<file path="src/rtl/present_iter_core.sv">
// Iterative PRESENT encryption core, UNROLL rounds per clock, 80/128-bit key.
// Define PRESENT_ABORT_EN to add an abort input that cancels a running block.
module present_iter_core #(
  parameter int KEY_W  = 80,
  parameter int UNROLL = 1
) (
  input  logic             clk,
  input  logic             rst_n,
`ifdef PRESENT_ABORT_EN
  input  logic             abort,
`endif
  input  logic             in_valid,
  output logic             in_ready,
  input  logic [63:0]      in_data,
  input  logic [KEY_W-1:0] in_key,
  output logic             out_valid,
  input  logic             out_ready,
  output logic [63:0]      out_data
);

  if (KEY_W != 80 && KEY_W != 128) begin : g_bad_key
    $fatal(1, "present_iter_core: KEY_W must be 80 or 128");
  end
  if (UNROLL < 1 || UNROLL > 31) begin : g_bad_unroll
    $fatal(1, "present_iter_core: UNROLL must be 1..31");
  end

  typedef enum logic [1:0] {
    IDLE,
    RUN,
    DONE
  } state_e;

  // Nibble n of SBOX_T is S(n).
  localparam logic [63:0] SBOX_T = 64'h2174_8FE3_DA09_B65C;

  function automatic logic [3:0] sbox(input logic [3:0] x);
    return SBOX_T[4*x +: 4];
  endfunction

  function automatic logic [63:0] s_layer(input logic [63:0] s);
    logic [63:0] o;
    for (int n = 0; n < 16; n++) begin
      o[4*n +: 4] = sbox(s[4*n +: 4]);
    end
    return o;
  endfunction

  function automatic logic [63:0] p_layer(input logic [63:0] s);
    logic [63:0] o;
    o[63] = s[63];
    for (int i = 0; i < 63; i++) begin
      o[(16*i) % 63] = s[i];
    end
    return o;
  endfunction

  function automatic logic [KEY_W-1:0] key_upd(
    input logic [KEY_W-1:0] k,
    input logic [4:0]       r
  );
    logic [KEY_W-1:0] t;
    t = {k[KEY_W-62:0], k[KEY_W-1:KEY_W-61]};
    t[KEY_W-1 -: 4] = sbox(t[KEY_W-1 -: 4]);
    if (KEY_W == 128) begin
      t[KEY_W-5 -: 4] = sbox(t[KEY_W-5 -: 4]);
      t[66:62] = t[66:62] ^ r;
    end else begin
      t[19:15] = t[19:15] ^ r;
    end
    return t;
  endfunction

  state_e           state_q, state_d;
  logic [63:0]      st_q, st_d;
  logic [KEY_W-1:0] kr_q, kr_d;
  logic [4:0]       rc_q, rc_d;
  logic [63:0]      out_data_q, out_data_d;
  logic             out_valid_q, out_valid_d;

  logic [63:0]      st_rnd;
  logic [KEY_W-1:0] kr_rnd;
  logic [5:0]       r6;
  logic [5:0]       rc_sum;
  logic             last;
  logic             accept;
  logic             abort_w;

`ifdef PRESENT_ABORT_EN
  assign abort_w = abort;
`else
  assign abort_w = 1'b0;
`endif

  // Stages past round 31 pass state and key through untouched.
  always_comb begin
    st_rnd = st_q;
    kr_rnd = kr_q;
    r6     = '0;
    for (int j = 0; j < UNROLL; j++) begin
      r6 = {1'b0, rc_q} + 6'(j);
      if (r6 <= 6'd31) begin
        st_rnd = p_layer(s_layer(st_rnd ^ kr_rnd[KEY_W-1 -: 64]));
        kr_rnd = key_upd(kr_rnd, r6[4:0]);
      end
    end
  end

  assign rc_sum   = {1'b0, rc_q} + 6'(UNROLL);
  assign last     = rc_sum > 6'd31;
  assign in_ready = (state_q == IDLE) ||
                    (state_q == DONE && out_ready);
  assign accept   = in_valid && in_ready;

  always_comb begin
    state_d     = state_q;
    st_d        = st_q;
    kr_d        = kr_q;
    rc_d        = rc_q;
    out_data_d  = out_data_q;
    out_valid_d = out_valid_q;
    unique case (state_q)
      IDLE: ;
      RUN: begin
        if (abort_w) begin
          state_d = IDLE;
          rc_d    = 5'd1;
        end else if (last) begin
          out_data_d  = st_rnd ^ kr_rnd[KEY_W-1 -: 64];
          out_valid_d = 1'b1;
          state_d     = DONE;
          rc_d        = 5'd1;
        end else begin
          st_d = st_rnd;
          kr_d = kr_rnd;
          rc_d = rc_sum[4:0];
        end
      end
      DONE: begin
        if (out_ready) begin
          out_valid_d = 1'b0;
          state_d     = IDLE;
        end
      end
      default: state_d = IDLE;
    endcase
    // A load in DONE overrides the drop to IDLE (back-to-back).
    if (accept) begin
      st_d    = in_data;
      kr_d    = in_key;
      rc_d    = 5'd1;
      state_d = RUN;
    end
  end

  always_ff @(posedge clk or negedge rst_n) begin
    if (!rst_n) begin
      state_q     <= IDLE;
      st_q        <= '0;
      kr_q        <= '0;
      rc_q        <= 5'd1;
      out_data_q  <= '0;
      out_valid_q <= 1'b0;
    end else begin
      state_q     <= state_d;
      st_q        <= st_d;
      kr_q        <= kr_d;
      rc_q        <= rc_d;
      out_data_q  <= out_data_d;
      out_valid_q <= out_valid_d;
    end
  end

  assign out_data  = out_data_q;
  assign out_valid = out_valid_q;

endmodule

</file>
<file path="config.mk">
export PLATFORM = sky130hd
export DESIGN_NAME = present_iter_core
export DESIGN_NICKNAME = d
export VERILOG_FILES = /design/src/rtl/present_iter_core.sv
export SDC_FILE = /design/constraint.sdc
export NUM_CORES = 1
export LEC_CHECK = 0
export BUFFER_PORTS_ARGS = -buffer_cell sky130_fd_sc_hd__buf_2
export CELL_PAD_IN_SITES_DETAIL_PLACEMENT = 0
export CELL_PAD_IN_SITES_GLOBAL_PLACEMENT = 1
export CORE_MARGIN = 2
export CORE_UTILIZATION = 44
export DETAILED_ROUTE_END_ITERATION = 8
export GPL_ROUTABILITY_DRIVEN = 1
export GPL_TIMING_DRIVEN = 0
export HOLD_SLACK_MARGIN = 0.05
export PLACE_DENSITY_LB_ADDON = 0.25
export REMOVE_ABC_BUFFERS = 1
export SLEW_MARGIN = 20
export SYNTH_ARGS = -nofsm -noshare
export SYNTH_HDL_FRONTEND = slang
export SYNTH_SLANG_ARGS = --single-unit
</file>
<file path="constraint.sdc">
create_clock -name clk -period 3.02 [get_ports clk]
set_input_delay 0.151 -clock clk [delete_from_list [all_inputs] [get_ports clk]]
set_output_delay 0.151 -clock clk [all_outputs]
set_load 0.01 [all_outputs]
</file>
Word level (Yosys, flattened, before mapping)
Cells that the tools add are included.
Widths: inputs -> output; s select.
{"block": "totals", "wordCells": 68, "ff_bits": 216, "inputBits": 148, "output_inout_bits": 66}
{"block": "op_classes", "n_eq_ne": 8, "n_shift": 17, "bitwise": 3, "n_reduce_logical": 12, "order_cmp": 2, "addsub": 1, "n_mux": 18}
{"cell": "$shiftx 64x7->4 const A", "count": 17}
{"cell": "$mux 80", "count": 4}
{"cell": "$mux 64", "count": 4}
{"cell": "$xor 64x64->64", "count": 2}
{"cell": "$mux 5", "count": 3}
{"cell": "$reduce_and 3->1", "count": 3}
{"cell": "$add 5x1->6 const B", "count": 1}
{"cell": "$gt 6x5->1 const B", "count": 1}
{"cell": "$mux 2", "count": 3}
{"cell": "$ne 2x2->1 const B", "count": 3}
{"cell": "$ne 3x3->1 const B", "count": 2}
{"cell": "$pmux 2 s3", "count": 1}
{"cell": "$reduce_bool 2->1", "count": 3}
{"cell": "$le 5x5->1 const B", "count": 1}
{"cell": "$xor 5x5->5", "count": 1}
{"cell": "$reduce_and 2->1", "count": 2}
{"cell": "$eq 2x1->1 const B", "count": 1}
{"cell": "$eq 2x2->1 const B", "count": 1}
{"cell": "$logic_and 1x1->1", "count": 2}
{"cell": "$logic_not 2->1", "count": 1}
{"cell": "$mux 1", "count": 2}
{"cell": "$ne 2x1->1 const B", "count": 1}
{"cell": "$pmux 1 s2", "count": 1}
{"cell": "$logic_or 1x1->1", "count": 1}

Longest topological paths before layout
Gate-level depths: netlist of the first run.
{"block": "logic_depth", "ltp_word": 6, "depth_mapped": 11, "depth_no_buf": 8}

Worst setup path after synthesis of the first run
No wires, ideal clock.
{"block": "synth_path", "path_type": "register to register", "startpoint": "reg rc_q[1]", "endpoint": "reg out_data_q[62] (netlist: out_data[62])", "slack_ns": 0.715, "stages_incl_launch_ff": 11, "arrival_time_ns": 2.173, "t_required_ns": 2.888, "cell_sequence": "dfrtp_1 > ha_1 > and3_1 > ha_1 > or3_1 > clkbuf_1 > buf_4 > buf_4 > a21oi_1 > xor2_1 > o21ai_1"}
{"block": "synth_between", "elab_chain_cells": 3, "word_cells_on_any_way": 7, "classes_between": "add/sub (1); order compare (2); mux (2); bitwise (1); reduce/logical (1)"}
{"item": "from (decl)", "line": "77", "text": "logic [4:0] rc_q, rc_d;"}
{"item": "from (signal assigned)", "line": "168", "text": "rc_q <= rc_d;"}
{"item": "$add 5x1->6 or $le 5x5->1 (tied branches)", "line": "109, 102"}
{"item": "$gt 6x5->1 (tied with other cells)", "line": "110", "text": "assign last = rc_sum > 6'd31;"}
{"item": "$reduce_and 2->1 (no source line) or $xor 64x64->64 (tied branches)"}
{"item": "to (signal assigned)", "line": "169", "text": "out_data_q <= out_data_d;"}
{"item": "to (decl)", "line": "78", "text": "logic [63:0] out_data_q, out_data_d;"}
Parallel ways exist; a longest one is shown, timed or not. The select of a mux whose other input is x is not followed.
A chain may end at the register's enable or synchronous reset.

Worst setup path in the final report of the first run
{"block": "layout_path", "startpoint": "reg state_q[1]", "endpoint": "reg st_q[50]"}
{"block": "layout_between", "elab_chain_cells": 6, "word_cells_on_any_way": 10, "classes_between": "eq/ne (3); mux (1); reduce/logical (6)"}
{"item": "from (decl)", "line": "74", "text": "state_e state_q, state_d;"}
{"item": "from (signal assigned)", "line": "165", "text": "state_q <= state_d;"}
{"item": "$eq 2x2->1", "line": "112", "text": "(state_q == DONE && out_ready);"}
{"item": "$logic_and 1x1->1", "line": "112"}
{"item": "$logic_or 1x1->1", "line": "111", "text": "assign in_ready = (state_q == IDLE) ||"}
{"item": "$logic_and 1x1->1", "line": "113", "text": "assign accept = in_valid && in_ready;"}
{"item": "$ne 2x1->1 (no source line) or $reduce_bool 2->1 (tied branches)"}
{"item": "$reduce_and 2->1 (no source line)"}
{"item": "to (signal assigned)", "line": "166", "text": "st_q <= st_d;"}
{"item": "to (decl)", "line": "75", "text": "logic [63:0] st_q, st_d;"}
Parallel ways exist; a longest one is shown, timed or not.

==> results of run 1 <==
## cell families (layout without fill, tap and decap cells)
family,after synthesis,count (layout),synth area share
simple gates,400,401,0.1154
compound gates,351,351,0.1650
flops,216,216,0.3909
buf+inv,162,509,0.04930
xor+xnor,153,153,0.1014
mux,116,116,0.09932
fa+ha+maj,87,87,0.07870
## worst max-delay path, stage by stage (launching register included)
cell	delay [ns]
dfrtp_1	0.45
nand2b_1	0.39
nor2_4	0.65
buf_16	0.24
buf_16	0.18
nor2_4	0.07
buf_4	0.20
buf_12	0.18
a221o_1	0.35
## registers in the layout (all words and copies together) (netlist names)
register and count:
kr_q 80, out_data 64, st_q 64, rc_q 5
state_q 2, out_valid 1
## cell usage in the layout, fill, tap and decap left out, types with 3 or more instances in the layout
cell type / instances
a211oi_1: 7
a21oi_1: 66
a21oi_2: 8
a221o_1: 31
a22oi_1: 108
and3_1: 14
buf_12: 5
buf_16: 11
buf_2: 212
buf_4: 12
buf_6: 3
clkbuf_1: 8
clkbuf_16: 27
clkbuf_8: 7
dfrtp_1: 215
dlygate4sd3_1: 146
ha_1: 87
inv_1: 73
mux2i_1: 99
mux4_2: 17
nand2_1: 252
nand3_1: 21
nor2_1: 92
nor2_4: 3
nor3_1: 6
o21ai_0: 60
o21ai_1: 50
o22ai_1: 6
o31ai_1: 5
o32ai_1: 4
xnor2_1: 50
xnor3_1: 4
xor2_1: 98
## worst paths after layout
kind / to / slack [ns]
max: st_q[50] / 0.17
max in group asynchronous: kr_q[76] / 1.93
min reg2reg: out_data[4] / 0.47
max reg2reg: st_q[50] / 0.17
min in group clk: st_q[62] / 0.24
min: out_data[18] / 0.22
## Yosys cell counts (2+ instances only)
cell type and instances:
a221o_1 31, nor2b_1 2, nand2_1 254, clkbuf_1 51
a22oi_1 108, inv_1 73, ha_1 87, nand3_1 21
o21ai_1 50, buf_6 4, buf_1 3, xnor2_1 50
o21ai_0 60, nor3_1 7, xor2_1 98, o22ai_1 6
xnor3_1 4, a211oi_1 7, a21oi_2 8, buf_2 28
dfrtp_1 215, buf_4 2, nand2b_1 2, mux4_2 17
a21oi_1 66, mux2i_1 99, nor2_1 94, o31ai_1 5
o32ai_1 4, and3_1 14
## through the flow
stage | worst slack [ns] | utilization | TNS [ns]
floorplan | -5.023 | - | -848.27
global placement | -15.15 | 0.4873 | -2964.43
detailed placement | -0.3297 | 0.5050 | -12.33
CTS | 0.008204 | 0.5807 | 0
global route | 0.04755 | 0.5824 | 0
finish | 0.1727 | 0.5824 | 0
## routing by layer
| layer | routed length, µm | global-route usage | up-vias |
|---|---|---|---|
| met1 | 20020 | 0.3725 | 5956 |
| met4 | 1435 | 0.08260 | 0 |
| li1 | - | - | 5794 |
| met5 | 0 | 0 | - |
| met2 | 20270 | 0.4247 | 399 |
| met3 | 2551 | 0.03548 | 72 |
## final cells by class
class / count / area [µm²] / area share
sequential: 216 / 5406 / 0.3019
clock buffer: 42 / 802.0 / 0.04478
clock inverter: 4 / 47.55 / 0.002655
inverter: 73 / 274.0 / 0.01530
multi-input combinational: 1108 / 7820 / 0.4366
tap: 396 / 495.5 / 0.02767
timing repair buffer: 390 / 3064 / 0.1711
## timing repair
item / in CTS / in global routing
hold buffers: 146 / 0
buffers inserted: 0 / 6
pin swaps: 0 / 3
setup endpoints to repair: 118 / 18
endpoints found under the hold margin: 227 / 0
gates cloned: 0 / 1
gates resized for setup: 4 / 0
==> out/metrics.csv, run 1 <==
stage,metric,value,unit
worst_setup_path,crit_required,3.43,ns
timing,slew_headroom,0.4864,
die,placementRows,64,
global_routing,overflow,0,
synth,netlist_instances,1485,
global_routing,grt_pass1_wl,68120,µm
die,pin_count,214,
clock_network,htree_levels,1,
timing,finalCriticalPeriod,2.847,ns
placed_design,routabilityCongestion,0.8492,
synth,yosysTopAreaCell,dfrtp_1,
worst_setup_path,reg2reg_depth,8,
synth,synth_edf_count,0,
drt,drtPass1Iterations,5,
clock_network,cts_buffers,26,
timing,drv_slew,0,
global_routing,grt_util_all_layers,0.2648,
timing,fmax,351.2,MHz
timing,worst_pin_slew,0.7678,ns
global_routing,grt_pass1_vias,11910,
worst_setup_path,worstReg2RegStart,state_q[1],
synth,synth.top_cell.area_share,0.3890,
worst_setup_path,worstPathArrival,3.26,ns
global_routing,grt_max_degree,84,
synth,syn_area,0.01383,mm²
global_routing,antenna_found_initial,0,
placed_design,place_hpwl,30840,µm
outcome,outcome,"complete, no violations",
placed_design,io_buffers,213,
die,dieArea,0.03287,mm²
layout,fin_nets,2050,
synth,synth_cell_types,45,
clock_network,tritoncts,done,
drt,totalWireLength,44280,µm
drt,wl_per_cell,19.86,µm
clock_network,clk_pin_slew_worst_paths,0.06,ns
synth,synth_area_leaders,"dfrtp_1, ha_1, mux2i_1",
timing,rsz0062_at_grt,false,
worst_setup_path,crit_path_max_fanout,32,
drt,drc,0,
drt,drt_iter0_drc,769,
drt,ant_nets,0,
clock_network,cts.sinks,216,
drt,via_count,12220,
synth,synth_seq_area_share,0.3909,
clock_network,cts_buffer_depth,3,
flow_run,maxCapViolCount,0,
timing,holdWs,0.2174,ns
worst_setup_path,critPathLaunch,state_q[1],
die,dieWidth,181.3,µm
min_path,min_path_type,input pin to asynchronous set/reset pin,
synth,ys_async_sr_fraction,1.000,
placed_design,dpl_cell_area,0.01553,mm²
placed_design,dpl.cell_count,2030,
layout,num_antenna_cells,0,
clock_network,clock_latency,0.54,ns
synth,syn_area_per_cell,9.314,µm²
synth,ys_warn_count,0,
die,die-height,181.3,µm
layout,drive_gt1_frac,0.1751,
die,fp.coreArea,0.03075,mm²
synth,yosys_most_used_dff,dfrtp_1,
layout,syn_to_final_growth,29.48,%
timing,period_share,0.9428,
timing,final_hold_viol_count,0,
worst_setup_path,cp-start-kind,flop,
timing,setup-violations-final,0,
layout,layoutNonFillerInstCount,2229,
die,start_util,0.4498,
synth,ys_ff_latch,216,
worst_setup_path,critPathKind,flop to flop,
timing,fin_skew,0.01513,ns
drt,via_per_inst,5.483,
layout,n_fill_cell,2747,
layout,final_cell_area,0.01791,mm²
clock_network,cts-root-buf,clkbuf_16,
worst_setup_path,cp-end-kind,flop,
Power of run 1 is left out: the tool's default activity adds up to more than one toggle a clock period on the data nets, which glitch-free logic cannot reach.
==> run 2, diff against run 1 <==
--- a/config.mk
+++ b/config.mk
@@ -11,10 +11,10 @@
 export CORE_MARGIN = 2
 export CORE_UTILIZATION = 44
 export DETAILED_ROUTE_END_ITERATION = 8
-export GPL_ROUTABILITY_DRIVEN = 1
+export GPL_ROUTABILITY_DRIVEN = 0
 export GPL_TIMING_DRIVEN = 0
 export HOLD_SLACK_MARGIN = 0.05
-export PLACE_DENSITY_LB_ADDON = 0.25
+export PLACE_DENSITY = 0.78
 export REMOVE_ABC_BUFFERS = 1
 export SLEW_MARGIN = 20
 export SYNTH_ARGS = -nofsm -noshare
==> out/metrics.csv, run 2 (same netlist as run 1, synthesis figures left out) <==
stage,metric,value,unit,change
outcome,outcome,"complete, no violations",,
timing,slew_headroom,0.4997,,+0.01325
clock_network,cts.sinks,216,,unchanged
timing,final_hold_viol_count,0,,unchanged
worst_setup_path,worstPathArrival,3.22,ns,-0.04 ns
global_routing,grt_pass1_wl,68320,µm,+0.28%
flow_run,maxCapViolCount,0,,unchanged
worst_setup_path,critPathLaunch,rc_q[0],,
clock_network,tritoncts,done,,
die,pin_count,214,,unchanged
timing,drv_slew,0,,unchanged
worst_setup_path,crit_path_max_fanout,24,,-25%
drt,dr.max_layer_used,met4,,
worst_setup_path,endpoint,kr_q[47],,
timing,setup_tns,0,ns,unchanged
timing,setup-violations-final,0,,unchanged
layout,top_register,kr_q,,
global_routing,grt_util_all_layers,0.2664,,+0.001561
die,placementRows,64,,unchanged
worst_setup_path,worstReg2RegStart,rc_q[0],,
drt,drt-met1-wl,19970,µm,-0.23%
drt,totalWireLength,44350,µm,+0.15%
drt,ant_nets,0,,unchanged
timing,fmax,360.1,MHz,+2.5%
drt,met3WireLength,2406,µm,-5.7%
drt,routed-wl-met2,21160,µm,+4.4%
timing,fin_skew,0.01884,ns,+0.003705 ns
drt,drtPass1Iterations,7,,+2
worst_setup_path,cp-start-kind,flop,,
timing,finalCriticalPeriod,2.777,ns,-0.07046 ns
drt,wl_per_cell,19.88,µm,about the same
clock_network,clk_pin_slew_worst_paths,0.06,ns,about the same
clock_network,cts-root-buf,clkbuf_16,,
layout,final_util,0.5855,,+0.003093
clock_network,cts_buffer_depth,3,,unchanged
worst_setup_path,crit_slowest_cell,dfstp_2,,
min_path,min_path_type,input pin to asynchronous set/reset pin,,
clock_network,htree_levels,1,,unchanged
layout,drive_gt1_frac,0.1782,,+0.003079
drt,via_count,12170,,-0.45%
worst_setup_path,cp_common_cell,buf_16,,
die,dieArea,0.03287,mm²,unchanged
layout,largest_reg_flops,80,,unchanged
timing,worst_pin_slew,0.7480,ns,-0.01980 ns
worst_setup_path,r2r_end,kr_q[47],,
timing,period_share,0.9195,,-0.02333
placed_design,dpl_cell_area,0.01556,mm²,+0.23%
die,die-height,181.3,µm,unchanged
drt,drc,0,,unchanged
layout,layoutNonFillerInstCount,2231,,+0.090%
worst_setup_path,crit_required,3.46,ns,+0.03 ns
clock_network,clock_latency,0.54,ns,about the same
layout,fin_nets,2051,,+0.049%
die,start_util,0.4498,,unchanged
clock_network,cts_buffers,25,,-3.8%
worst_setup_path,reg2reg_depth,11,,+3
placed_design,place_hpwl,30880,µm,+0.14%
placed_design,io_buffers,213,,unchanged
worst_setup_path,r2r_slack,0.24,ns,+0.07 ns
global_routing,overflow,0,,unchanged
layout,num_antenna_cells,0,,unchanged
drt,via_per_inst,5.453,,-0.54%
timing,rsz0062_at_grt,false,,
global_routing,antenna_found_initial,1,,+1
worst_setup_path,crit_cells,11,,+3
layout,syn_to_final_growth,30.17,%,
worst_setup_path,slowest_delay,0.59,ns,-0.06 ns
worst_setup_path,path_cells,nand2_1 -> nor2_4 -> nor2_4 -> buf_16 -> buf_16 -> nor2_4 -> buf_16 -> buf_12 -> buf_16 -> a22oi_1 -> o21ai_0,,
layout,final_cell_area,0.01800,mm²,+0.53%
drt,drt_iter0_drc,912,,+19%
worst_setup_path,critPathBufInv,5,,+1
die,dieWidth,181.3,µm,unchanged
global_routing,grt_pass1_vias,11810,,-0.87%
global_routing,grt_max_degree,87,,+3.6%
worst_setup_path,critPathKind,flop to flop,,
placed_design,dpl.cell_count,2031,,+0.049%
worst_setup_path,critPathTopFamily,buffers and inverters,,
layout,final_common_cell,nand2_1,,
die,fp.coreArea,0.03075,mm²,unchanged
worst_setup_path,cp-end-kind,flop,,
layout,layout_common_cells,"nand2_1, dfrtp_1, buf_2, dlygate4sd3_1, a22oi_1",,
==> run 2: changes by cell type in the layout (fill, tap and decap cells not counted), sizes merged <==
cell and delta:
and2 +1, buf +2, bufinv +4, clkbuf -9
clkinv +4, inv +1, or3 -1
==> run 2: timing repair <==
item	in CTS	in global routing
gates cloned	0	1
pin swaps	1	3
setup endpoints to repair	73	22
hold buffers	146	0
buffers inserted	0	7
endpoints found under the hold margin	297	0
resized for setup	3	0
==> run 2: how the worst min path moves through the flow <==
| stage | start | end | slack [ns] | depth (start not counted) |
|---|---|---|---|---|
| 2_1_floorplan | rst_n | kr_q[0] | -0.14 | 0 |
| 5_1_grt | rst_n | out_data[20] | 0.17 | 2 |
| 3_3_place_gp | in_key[69] | kr_q[69] | 0.38 | 3 |
| 3_5_place_dp | rst_n | out_data[20] | 0.10 | 1 |
| 4_1_cts | rst_n | out_data[20] | 0.14 | 2 |
| 6_report | rst_n | out_data[20] | 0.12 | 2 |
==> run 2: worst register-to-register path: stages (launching register included) <==
cell,delay [ns]
dfstp_2,0.59
nand2_1,0.16
nor2_4,0.33
nor2_4,0.09
buf_16,0.18
buf_16,0.18
nor2_4,0.36
buf_16,0.22
buf_12,0.20
buf_16,0.19
a22oi_1,0.09
o21ai_0,0.08
==> run 2: final cells by class <==
cell class,count,area (µm²)
repair buffers,392,3119
inverters,73,274.0
clock buffers,33,695.7
fillers,2735,12740
well taps,396,495.5
multi-input cells,1108,7814
clock inverters,13,200.2
flip-flops and latches,216,5406
==> run 2: layer usage <==
layer,up-vias,global-route usage
met5,-,0
met4,0,0.05691
met3,43,0.03548
met2,395,0.4415
met1,5940,0.3732
li1,5788,-
==> run 2: metrics by stage <==
stage               setup WS (ns)  hold slack [ns]
finish                     0.2432           0.1212
global route              0.06926           0.1660
CTS                      0.008387           0.1389
detailed placement        -0.3253           0.1050
global placement           -15.78           0.3801
floorplan                  -5.023          -0.1446
Power of run 2 is left out for the same reason.
